### src/rtl/j2c_slave.sv
// J2C receive endpoint: synchronises sda/scl, detects start/stop, shifts in
// NBITS data bits LSB-first and strobes each completed word; framing faults pulse frame_err.
module j2c_slave #(
  parameter int unsigned NBITS   = 8,
  parameter int unsigned TIMEOUT = 255
) (
  input  logic             clk,
  input  logic             rstn,
  input  logic             sda,
  input  logic             scl,
  output logic [NBITS-1:0] data,
  output logic             valid,
  output logic             busy,
  output logic             frame_err
);
  localparam int unsigned BW = $clog2(NBITS) + 1;

  typedef enum logic {IDLE, RECV} state_t;

  state_t           r_state, w_state_nxt;
  logic             r_sda_s1, r_sda_s2, r_sda_prev;
  logic             r_scl_s1, r_scl_s2, r_scl_prev;
  logic [BW-1:0]    r_bitcnt;
  logic [NBITS-1:0] r_shift, r_data, w_word;
  logic [7:0]       r_tcnt;
  logic             r_valid, r_err;
  logic             w_start, w_stop, w_rise, w_last, w_tout;
  logic             w_valid_nxt, w_err_nxt;
  logic [BW-2:0]    w_idx;

  assign w_rise  = r_scl_s2 & ~r_scl_prev;
  assign w_start = r_scl_s2 & r_sda_prev & ~r_sda_s2;
  assign w_stop  = r_scl_s2 & ~r_sda_prev & r_sda_s2;
  assign w_last  = w_rise & (r_bitcnt == BW'(NBITS - 1));
  // Timeout fires on the edge at which the counter would reach TIMEOUT.
  assign w_tout  = ~w_rise & (r_tcnt == 8'(TIMEOUT - 1));
  assign w_idx   = r_bitcnt[BW-2:0];

  always_comb begin
    w_word        = r_shift;
    w_word[w_idx] = r_sda_s2;
  end

  always_ff @(posedge clk) begin
    if (!rstn) r_state <= IDLE;
    else       r_state <= w_state_nxt;
  end

  always_comb begin
    w_state_nxt = r_state;
    case (r_state)
      IDLE: if (w_start) w_state_nxt = RECV;
      RECV: begin
        if (w_stop)                    w_state_nxt = IDLE;
        else if (w_start)              w_state_nxt = RECV;
        else if (w_last || w_tout)     w_state_nxt = IDLE;
      end
      default: w_state_nxt = IDLE;
    endcase
  end

  always_comb begin
    w_valid_nxt = 1'b0;
    w_err_nxt   = 1'b0;
    if (r_state == RECV) begin
      if (w_stop)       w_err_nxt   = 1'b1;
      else if (w_start) w_err_nxt   = (r_bitcnt != '0);
      else if (w_last)  w_valid_nxt = 1'b1;
      else if (w_tout)  w_err_nxt   = 1'b1;
    end
  end

  always_ff @(posedge clk) begin
    if (!rstn) begin
      r_sda_s1   <= 1'b1;
      r_sda_s2   <= 1'b1;
      r_sda_prev <= 1'b1;
      r_scl_s1   <= 1'b1;
      r_scl_s2   <= 1'b1;
      r_scl_prev <= 1'b1;
      r_bitcnt   <= '0;
      r_shift    <= '0;
      r_data     <= '0;
      r_tcnt     <= '0;
      r_valid    <= 1'b0;
      r_err      <= 1'b0;
    end else begin
      r_sda_s1   <= sda;
      r_sda_s2   <= r_sda_s1;
      r_sda_prev <= r_sda_s2;
      r_scl_s1   <= scl;
      r_scl_s2   <= r_scl_s1;
      r_scl_prev <= r_scl_s2;
      r_valid    <= w_valid_nxt;
      r_err      <= w_err_nxt;
      if (w_valid_nxt) r_data <= w_word;
      if (w_start) begin
        r_bitcnt <= '0;
        r_shift  <= '0;
        r_tcnt   <= '0;
      end else if (r_state == RECV && !w_stop) begin
        if (w_rise) begin
          r_shift  <= w_word;
          r_bitcnt <= r_bitcnt + BW'(1);
          r_tcnt   <= '0;
        end else begin
          r_tcnt   <= r_tcnt + 8'd1;
        end
      end
    end
  end

  assign data      = r_data;
  assign valid     = r_valid;
  assign busy      = (r_state == RECV);
  assign frame_err = r_err;
endmodule

### config.mk
export PLATFORM = sky130hd
export DESIGN_NAME = j2c_slave
export DESIGN_NICKNAME = d
export VERILOG_FILES = /design/src/rtl/j2c_slave.sv
export SDC_FILE = /design/constraint.sdc
export NUM_CORES = 1
export LEC_CHECK = 0
export CAP_MARGIN = 20
export CORE_ASPECT_RATIO = 1.2
export CORE_UTILIZATION = 39
export CTS_CLUSTER_SIZE = 16
export DETAILED_ROUTE_END_ITERATION = 10
export DONT_BUFFER_PORTS = 1
export GPL_TIMING_DRIVEN = 0
export PLACE_DENSITY_LB_ADDON = 0.05
export SYNTH_ARGS = -nofsm -noshare
export SYNTH_HDL_FRONTEND = slang
export SYNTH_SLANG_ARGS = --single-unit
### constraint.sdc
create_clock -name clk -period 1.95 [get_ports clk]
set_input_delay 0.195 -clock clk [delete_from_list [all_inputs] [get_ports clk]]
set_output_delay 0.195 -clock clk [all_outputs]
set_load 0.01 [all_outputs]
* After elaboration in Yosys (flattened, before gate mapping)
Index checks and enable logic that the tools add are counted.
** Operators by class
- Add/sub/neg operators :: 2
- Order comparisons :: 2
- Equal/unequal tests :: 2
- Mux-type cells :: 17
- Bitwise logic cells :: 13
- Reductions and logical operators :: 8
** Operator list (number)
- $mux 1 :: 13
- $add 8x1->8 const B :: 1
- $bwmux 8 :: 1
- $eq 8x8->1 const B :: 1
- $mux 8 :: 1
- $and 1x1->1 :: 7
- $not 1->1 :: 6
- $add 4x1->4 const B :: 1
- $eq 4x3->1 const B :: 1
- $lt 3x4->1 const B :: 1
- $reduce_and 2->1 :: 2
- $reduce_bool 4->1 :: 1
- $demux 1 s3 :: 1
- $ge 3x1->1 const B :: 1
- $logic_and 1x1->1 :: 2
- $pmux 1 s2 :: 1
- $reduce_or 2->1 :: 1
- $logic_not 1->1 :: 1
- $logic_or 1x1->1 :: 1
** Storage, ports and cells
- Flip-flop bits (word level) :: 37

* Depth between registers and ports, before layout
- Depth after elaboration :: 9
- Mapped depth :: 6
- Mapped depth without buffers :: 5

* Worst setup path after synthesis
No wires, ideal clock.
- Path kind :: register -> register
- Start point :: register r_bitcnt[0]
- End point :: register r_data[0] (netlist: data[0])
- Arrival :: 1.280 ns
- Data required time :: 1.834 ns
- Slack :: 0.554 ns
- Stages on the path, launching flop included :: 7
- Buffers on the path :: 1
- Cell sequence :: dfxtp_1 -> ha_1 -> and3b_1 -> and4b_4 -> and2_4 -> buf_6 -> o211a_1
** Between the ends
- Word-level cells in the longest chain between the ends :: 6
- Elaborated cells on any way between the ends :: 12
- Classes of those cells :: order compare: 2; eq/ne: 1; mux: 7; bitwise: 1; reduce/logical: 1
** Ends and longest elaborated chain
- from (decl) :: RTL line 23 : logic [BW-1:0] r_bitcnt;
- from (signal assigned) :: RTL line 104 : r_bitcnt <= r_bitcnt + BW'(1);
- branches (longest 6 deep; another with $lt 3x4->1)
- to (signal assigned) :: RTL line 96 : if (w_valid_nxt) r_data <= w_word;
- to (decl) :: RTL line 24 : logic [NBITS-1:0] r_shift, r_data, w_word;
Parallel ways; which one is timed is not known.
A chain may end at the register's enable or synchronous reset.

* Final worst setup path
- Start point :: register r_state (netlist: busy)
- End point :: register r_data[4] (netlist: data[4])
** Between the ends
- Word-level cells in the longest chain between the ends :: 1
** Ends and longest elaborated chain
- from (decl) :: RTL line 20 : state_t r_state, w_state_nxt;
- from (signal assigned) :: RTL line 46 : else r_state <= w_state_nxt;
- $mux 1 :: RTL line 65 : if (r_state == RECV) begin
No other way between the ends.

==> impl_results.md <==
* P_leak at 0.0007907 uW
* Crit path time final at 1523 ps
* Num ports at 15
* Crit path arrival time at roughly 1700 ps
* CTS HTree Levels at 2
* Worst Tran Pin Value at 435.6 ps
* Worst path depth at 5
* Post-synth EDFFs at 0
* Vias in the first global route at about 1200
* Clk slew on worst S/H paths at 70 ps
* Worst reg2reg path depth at 5
* Starting density of the core at 40.53%
* Share of the yosys chip area belonging to registers at 43.21%
* CP cell instances: clkbuf_1, and2_4, buf_4, nand3_1, o211a_1
* Crit path to: data[4]
* Post-DP HPWL at ~2.4 mm
* Final worst path period share at 78.08%
* Status: finished, final reports clean
* Number of diodes at 0
* VDD IR-drop max at 0.3366 mV
* Port bufs at 0
* Layout cells sized above 1 at 12.23%
* MaxCap Viol Count at 0
* Post-DRT Antenna Nets at 0
* Startpoint Class: flip-flop
* Max-slew headroom at 70.96%
* Syn Nets at 186
* Via density at 5.201
* Total power after layout at about 1300 uW
* Asr flop ratio synth at 0%
* Final hold viol count at 0
* Synthesized area at around 1700 um2
* Final setup violation count at 0
* GRT Util Overall at between 10% and 20%
* CP Max Fanout at 10
* Critical Path Start: busy
* Yosys reg bits at 37
* Row count at 26
* Worst Path Required at between 2000 and 2500 ps
* Via count at around 1300
* Root buffer cell: clkbuf_8
* R2R Setup Slk at 430 ps
* Syn_area_per_cell at roughly 9.6 um2
* Net count, final at 195
* Commonest non-fill, non-tap cells in the layout: dfxtp_1 (37), nor2_1 (18), nand3_1 (14), mux2i_1 (11), o211a_1 (8)
* DIE WIDTH at roughly 63 um
* Die extent in y at approximately 75 um
* Die ar. at approximately 4700 um2
* Setup CP Type: reg -> reg
* Filler cells at between 400 and 500
* TritonRoute pass-1 iters at 4
* Post-Syn Instances at 178
* Worst hold path class: in -> reg
* PD cells at ~710 nW/um2
* Remaining DRCs at 0
* Post-synthesis cell type count at 39
* Postcts setup bufs at 0
* CP max stage delay at between 400 and 500 ps
* CP top delay family: buffers and inverters
* Drt total wl at 3.351 mm
* Initial antenna violation count at 0
* Reg2Reg Launch Point: busy
* Starting DRT DRC Count at 42
* Hold_buf cts at 1
* First-pass GRT wire length at between 5 and 6 mm
* Clock sinks at 37
* Unrepaired setup endpoints after global routing: false
* Most common cell after layout, fill and taps aside: dfxtp_1
* Clk_skew at 4.518 ps
* CTS Buf Count at 5
* Largest net degree at the start of global routing at 11
* Core Region at 4229 um2
* Resized Gates After CTS at 0
* Slowest-stage cell, CP: dfxtp_1
* Reg2reg end: data[4]
* Area Overhead vs Synth at 9.927%
* CTS tree: done
* Setup TNS at 0 ps
* WP buf/inv at 2
* Max Freq at about 660 MHz
* Max Root-Sink Buffers at 2
* Synth Flop Type: dfxtp_1
* Critical path capture point type: flip-flop
* Synth warn at 0
* DR WL/cell at 13.73 um
* Gr ovfl total at 0
* Pins Over Slew Limit at 0
* Gpl congestion at ~0.74
* Skew-Pair Late Insertion Delay at 280 ps
## worst register-to-register path, delay by kind of cell, from the launching register on
family                 cells  cell delay, ps
DFF                        1             420
AOI/OAI and AO/OA          1             130
and+or+nand+nor            2             340
buffers and inverters      2             530
## Yosys cell counts (4+ instances only)
cell / n / share of area (%)
a211oi_1: 5 / 2.2
a21oi_1: 5 / 1.5
buf_6: 4 / 2.6
dfxtp_1: 37 / 43
ha_1: 4 / 2.9
inv_1: 4 / 0.88
mux2i_1: 11 / 6.4
nand2_1: 4 / 0.88
nand2b_1: 6 / 2.2
nand3_1: 14 / 4.1
nand3b_1: 4 / 1.8
nor2_1: 18 / 3.9
nor3_1: 4 / 1.2
nor3b_1: 5 / 2.2
o211a_1: 8 / 4.7
o21ai_0: 4 / 1.2
xor2_1: 5 / 2.6
## through the flow
step	setup slack (ps)	hold slack (ps)	util [%]	std cells	cell area [um2]
CTS	404.8	5.419	44.32	243	1874
finish	427.4	18.74	44.56	244	1884
global placement	438.5	271.1	42.19	234	1784
global route	248.3	14.84	44.56	244	1884
detailed placement	411.8	273.0	42.19	234	1784
floorplan	553.8	268.0	-	178	1714
## cell type report
type	instances	area, um2	area share (%)
multi-input combinational	125	872.1	46.28
sequential	37	740.7	39.31
inverter	4	15.01	0.7968
buffer	12	86.33	4.582
timing repair buffer	2	20.02	1.062
clock buffer	8	80.08	4.250
tap	56	70.07	3.718
## power breakdown
group          leakage, uW  switching, uW  total (uW)  internal, uW
combinational     0.000452           36.0        61.6          25.6
clock            0.0000395            251         504           254
sequential        0.000299           8.95         773           764
total             0.000791            296        1340          1040
## how the worst min path moves through the flow
| stage | startpoint | slack, ps | cells past startpoint | endpoint |
|---|---|---|---|---|
| after CTS | scl | 5 | 1 | r_scl_s1 |
| after global placement | rstn | 270 | 1 | r_sda_prev |
| after detailed placement | rstn | 270 | 1 | r_scl_s1 |
| after floorplan | rstn | 270 | 1 | r_scl_s1 |
| final | sda | 20 | 1 | r_sda_s1 |
| after global routing | sda | 10 | 1 | r_sda_s1 |
## sequential cells by signal, indices dropped and copies added (netlist names)
register and cells:
r_sda_s1 1, r_sda_s2 1, data 8, r_sda_prev 1, valid 1, r_scl_s1 1, r_tcnt 8, r_scl_s2 1
r_shift 8, r_scl_prev 1, r_bitcnt 4, busy 1, frame_err 1
## metal layers
| metal | vias up | part of all wire (%) | GRT usage [%] | wire length, um |
|---|---|---|---|---|
| li1 | 643 | - | - | - |
| met1 | 605 | 45 | 19.85 | 1523 |
| met2 | 14 | 49 | 26.33 | 1654 |
| met3 | 7 | 3.3 | 5.000 | 109 |
| met4 | 0 | 1.9 | 7.752 | 63 |
| met5 | - | 0 | 0 | 0 |
## cells by family after synthesis
group           after synthesis  share of synthesized area (%)
simple gates                 75                          25.40
xor+xnor                      8                          4.088
mux                          11                          6.424
fa+ha+maj                     4                          2.920
compound gates               27                          12.04
buf+inv                      16                          5.911
flops                        37                          43.21
Power figures use the tool's default switching activity.
